File: config.mk
export PLATFORM = sky130hd
export DESIGN_NAME = request_unit
export DESIGN_NICKNAME = d
export VERILOG_FILES = /design/src/rtl/cpu_types_pkg.sv /design/src/rtl/link_reg.sv /design/src/rtl/request_unit.sv
export SDC_FILE = /design/constraint.sdc
export NUM_CORES = 1
export LEC_CHECK = 0
export ABC_AREA = 1
export ABC_CLOCK_PERIOD_IN_PS = 2600
export CORE_AREA = 2 2 76 78
export CTS_CLUSTER_SIZE = 30
export DETAILED_ROUTE_END_ITERATION = 6
export DIE_AREA = 0 0 78 80
export HOLD_SLACK_MARGIN = 0.05
export PLACE_DENSITY = 0.88
export SLEW_MARGIN = 20
export SYNTH_ARGS = -nofsm -noshare
export SYNTH_HDL_FRONTEND = slang
export SYNTH_HIERARCHICAL = 1
export SYNTH_SLANG_ARGS = --single-unit
File: constraint.sdc
create_clock -name CLK -period 2.6 [get_ports CLK]
set_clock_uncertainty 0.15 [all_clocks]
set_input_delay 0.39 -clock CLK [delete_from_list [all_inputs] [get_ports CLK]]
set_output_delay 0.39 -clock CLK [all_outputs]
set_load 0.1 [all_outputs]
File: src/rtl/cpu_types_pkg.sv
// Shared CPU types: word type, request-unit FSM states and the word-address
// comparison used for the LL/SC reservation.
package cpu_types_pkg;

  typedef logic [31:0] word_t;

  typedef enum logic [1:0] {
    FETCH  = 2'd0,
    DATA   = 2'd1,
    HALTED = 2'd2
  } ru_state_t;

  // Reservations are word-granular: the two byte-offset bits are ignored.
  localparam int WORD_LSB = 2;

  function automatic logic same_word(input word_t a, input word_t b);
    return a[31:WORD_LSB] == b[31:WORD_LSB];
  endfunction

endpackage

File: src/rtl/link_reg.sv
// LL/SC reservation register: holds the linked address and its valid bit,
// and compares it against the current data address and the snoop address.
module link_reg
  import cpu_types_pkg::*;
(
  input  logic  clk_i,
  input  logic  rst_i,
  input  logic  load_i,
  input  logic  clear_i,
  input  word_t addr_i,
  input  logic  snoop_valid_i,
  input  word_t snoop_addr_i,
  output logic  link_valid_o,
  output logic  addr_match_o,
  output logic  snoop_hit_o
);

  word_t link_addr_q, link_addr_d;
  logic  link_valid_q, link_valid_d;
  logic  unused_lsbs;

  assign addr_match_o = same_word(addr_i, link_addr_q);
  assign snoop_hit_o  = snoop_valid_i & link_valid_q & same_word(snoop_addr_i, link_addr_q);
  assign link_valid_o = link_valid_q;

  // A completing LL overrides a snoop or SC clear arriving in the same cycle.
  always_comb begin
    link_addr_d  = link_addr_q;
    link_valid_d = link_valid_q;
    if (clear_i || snoop_hit_o) begin
      link_valid_d = 1'b0;
    end
    if (load_i) begin
      link_valid_d = 1'b1;
      link_addr_d  = addr_i;
    end
  end

  always_ff @(posedge clk_i or posedge rst_i) begin
    if (rst_i) begin
      link_addr_q  <= '0;
      link_valid_q <= 1'b0;
    end else begin
      link_addr_q  <= link_addr_d;
      link_valid_q <= link_valid_d;
    end
  end

  assign unused_lsbs = ^{link_addr_q[1:0], addr_i[1:0], snoop_addr_i[1:0]};

endmodule

File: src/rtl/request_unit.sv
// Memory request sequencer: fetch, optional data access (with LL/SC
// reservation checking) and sticky halt. Outputs decode from state and inputs.
module request_unit
  import cpu_types_pkg::*;
(
  input  logic  CLK,
  input  logic  RST,
  input  logic  ihit,
  input  logic  dhit,
  input  logic  DatRead,
  input  logic  DatWrite,
  input  logic  Ll,
  input  logic  Sc,
  input  logic  Halt,
  input  word_t daddr,
  input  logic  snoop_valid,
  input  word_t snoop_addr,
  output logic  imemREN,
  output logic  dmemREN,
  output logic  dmemWEN,
  output logic  pc_en,
  output logic  sc_ok,
  output logic  link_valid,
  output logic  halted
);

  ru_state_t state_q, state_d;
  logic      link_load, link_clear;
  logic      addr_match, snoop_hit;
  logic      sc_fail;

  link_reg u_link_reg (
    .clk_i         (CLK),
    .rst_i         (RST),
    .load_i        (link_load),
    .clear_i       (link_clear),
    .addr_i        (daddr),
    .snoop_valid_i (snoop_valid),
    .snoop_addr_i  (snoop_addr),
    .link_valid_o  (link_valid),
    .addr_match_o  (addr_match),
    .snoop_hit_o   (snoop_hit)
  );

  // An SC fails without touching memory if the reservation is gone, points
  // elsewhere, or is being invalidated right now.
  assign sc_fail = Sc & (~link_valid | ~addr_match | snoop_hit);
  assign halted  = (state_q == HALTED);

  always_comb begin
    state_d    = state_q;
    imemREN    = 1'b0;
    dmemREN    = 1'b0;
    dmemWEN    = 1'b0;
    pc_en      = 1'b0;
    sc_ok      = 1'b0;
    link_load  = 1'b0;
    link_clear = 1'b0;
    unique case (state_q)
      FETCH: begin
        imemREN = 1'b1;
        if (ihit) begin
          if (Halt) begin
            state_d = HALTED;
          end else if (DatRead || DatWrite) begin
            state_d = DATA;
          end else begin
            pc_en = ~RST;
          end
        end
      end
      DATA: begin
        dmemREN = DatRead;
        dmemWEN = DatWrite & ~sc_fail;
        if (sc_fail || dhit) begin
          pc_en      = ~RST;
          sc_ok      = Sc & ~sc_fail & ~RST;
          state_d    = FETCH;
          link_clear = Sc;
          link_load  = Ll & dhit & ~Sc;
        end
      end
      HALTED: begin
        state_d = HALTED;
      end
      default: begin
        state_d = FETCH;
      end
    endcase
  end

  always_ff @(posedge CLK or posedge RST) begin
    if (RST) begin
      state_q <= FETCH;
    end else begin
      state_q <= state_d;
    end
  end

endmodule

==> impl_metrics.tcl <==
set metrics [dict create \
    drt-initial-drc-count 121 \
    status "finished with violations" \
    insertion_delay_ns 0.28 \
    grt_pass1_wl_um 9735 \
    stdcell_area_sq_um 3400 \
    io_buffers 76 \
    grt_max_degree 59 \
    tightestPinTransition_ns 0.4176 \
    cts_max_path_buffers 2 \
    worstPathArrival_ns 2.06 \
    root_buffer "clkbuf_8" \
    ir_drop_uv 556.3 \
    htree_num_levels 2 \
    p_per_area_nw_per_um2 825.3 \
    clk_pin_slew_worst_paths_ns 0.07 \
    grtUsageTotal_pct 19.76 \
    tns_ns -0.004530 \
    dieWidth_um 78 \
    worstRegToRegCells 13 \
    fin_nets 536 \
    violations "negative setup slack" \
    hp-class "in2async" \
    yosysSeqAreaShare_pct 34.57 \
    tritoncts "yes" \
    route.detailed.drc 0 \
    cts_sinks 33 \
    syn_area_per_cell_sq_um 6.286 \
    fillers 530 \
    clock.fmax_mhz 383.9 \
    layout_commonest_cell "nand2_1" \
    fin_crit_ns 2.605 \
    viasPerCell 4.487 \
    hpwl_um 4678 \
    antenna_found_initial 0 \
    period_share_pct 100.2 \
    cp.required_ns 2.06 \
    dpl_cell_area_sq_um 3322 \
    multiInputGateArea_sq_um 1311 \
    ys_types 22 \
    critPathKind "in2out" \
    num_antenna_cells 0 \
    syn2layout_area_growth_pct 42.33 \
    numCtsBuffers 5 \
    start_kind "input pin" \
    rsz0062_at_grt "yes" \
    cts_hold_buf 0 \
    netlist_area_sq_um 2389 \
    routabilityCongestion 0.8000 \
    relSlewSlack_pct 72.16 \
    ant_nets 0 \
    first_pass_iters 4 \
    die_area_sq_um 6240 \
    pin_count 81 \
    p_leak_nw 1.773 \
    wl_per_cell_um 11.14 \
    ys_ff_latch 33 \
    setup_violations 1 \
    yosys_warnings 6 \
    timing.final.hold_violations 0 \
    slew_viol_final 0 \
    routed_wl_um 5948 \
    place_ws_ns -0.2739 \
    design.core.area_sq_um 5405 \
    die_h_um 80 \
    end_kind "primary output" \
    crit_fanout 3 \
    drive_gt1_share_pct 12.55 \
    synth_fp_nets 454 \
    grt_pass1_vias 2251 \
    grt.overflow.total 0 \
    cap_violations 0 \
    row_count 27 \
    seqCellArea_sq_um 829.5 \
    syn_inst 380 \
    fin_ws_ns -0.004530 \
    initial_core_util_pct 44.19 \
    vias 2396 \
    final_cell_mix "nand2_1, inv_1, dlygate4sd2_1" \
]
synthesized netlist by cell type:
| cell | count | area [sq um] |
|---|---|---|
| clkinv_1 | 2 | 7.510 |
| nor2_1 | 27 | 101.4 |
| nand4_1 | 5 | 31.28 |
| nor3_2 | 1 | 10.01 |
| nor2_4 | 2 | 22.52 |
| nand2_1 | 146 | 548.0 |
| nand3_2 | 2 | 20.02 |
| nand3_1 | 6 | 30.03 |
| o21ai_0 | 29 | 145.1 |
| clkbuf_1 | 3 | 11.26 |
| xor2_1 | 6 | 52.55 |
| or2_0 | 2 | 12.51 |
| inv_1 | 65 | 244.0 |
| inv_2 | 12 | 45.04 |
| dfrtp_1 | 33 | 825.8 |
| xnor2_1 | 21 | 183.9 |
| buf_2 | 3 | 15.01 |
| nand2_2 | 2 | 12.51 |
| nor3_1 | 5 | 25.02 |
| nor2_2 | 1 | 6.260 |
| a21oi_1 | 4 | 20.02 |
| or2_2 | 3 | 18.77 |
path summary, 6_finish.rpt:
path	to	slack [ns]	start
hold reg to reg	u_link_reg/link_addr_q[6]	0.40	u_link_reg/link_addr_q[6]
max in group asynchronous	u_link_reg/link_valid_o	1.58	RST
hold / removal	state_q[1]	0.18	RST
setup / recovery	sc_ok	-0.005	daddr[13]
min in group CLK	u_link_reg/link_addr_q[15]	0.34	daddr[15]
setup reg to reg	u_link_reg/link_valid_o	0.57	u_link_reg/link_addr_q[27]
state kept, by name (all words and copies together) (netlist names):
signal / count
u_link_reg/link_addr_q: 30
u_link_reg/link_valid_o: 1
state_q: 2
kinds of logic (layout without fill, tap and decap cells):
kind of cell / Yosys count / in the layout / share of synthesized area (%)
buffers and inverters: 85 / 167 / 13.51
DFF: 33 / 33 / 34.57
xor gates and xnor gates: 27 / 27 / 9.901
AOI/OAI and AO/OA: 33 / 33 / 6.915
and+or+nand+nor: 202 / 202 / 35.10
layout make-up:
class / instances / area share, %
clock buffer: 7 / 2.540
inverter: 79 / 8.760
multi-input combinational: 262 / 38.57
sequential: 33 / 24.40
tap: 72 / 2.650
timing repair buffer: 81 / 23.08
per-layer routing:
| metal | track usage [%] | vias to the layer above | share of wire [%] |
|---|---|---|---|
| met4 | 8.070 | 0 | 2.0 |
| met1 | 23.56 | 1046 | 43 |
| met3 | 3.167 | 12 | 4.4 |
| li1 | - | 1278 | - |
| met5 | 0 | - | 0 |
| met2 | 35.43 | 60 | 50 |
critical path, stage by stage:
cell             delay [ns]
clkdlybuf4s50_1        0.49
or2_2                  0.11
nand3_1                0.07
nor3_1                 0.18
nand2_1                0.11
nor2_4                 0.16
nand4_1                0.17
nor3_4                 0.19
buf_12                 0.20
where the power goes:
part / internal (mW) / switching (mW)
logic: 0.544 / 0.841
registers: 0.765 / 0.259
clock network: 0.210 / 0.186
total: 1.52 / 1.29
per-stage QoR:
stage / util [%] / total power, mW / cells / hold slack, ns
global placement: 61.46 / 2.341 / 526 / 0.3671
global route: 62.89 / 3.032 / 534 / 0.2061
finish: 62.89 / 2.806 / 534 / 0.1783
floorplan: - / 1.995 / 380 / 0.006435
detailed placement: 61.46 / 2.405 / 526 / 0.3893
CTS: 62.75 / 2.817 / 534 / 0.1743
what timing repair did:
action / CTS / global route
pin swaps: 32 / 7
buffers inserted: 1 / 0
endpoints found under the setup margin: 3 / 3
gates resized for setup: 61 / 3
endpoints found under the hold margin: 0 / 0
(Power assumes the default switching activity.)
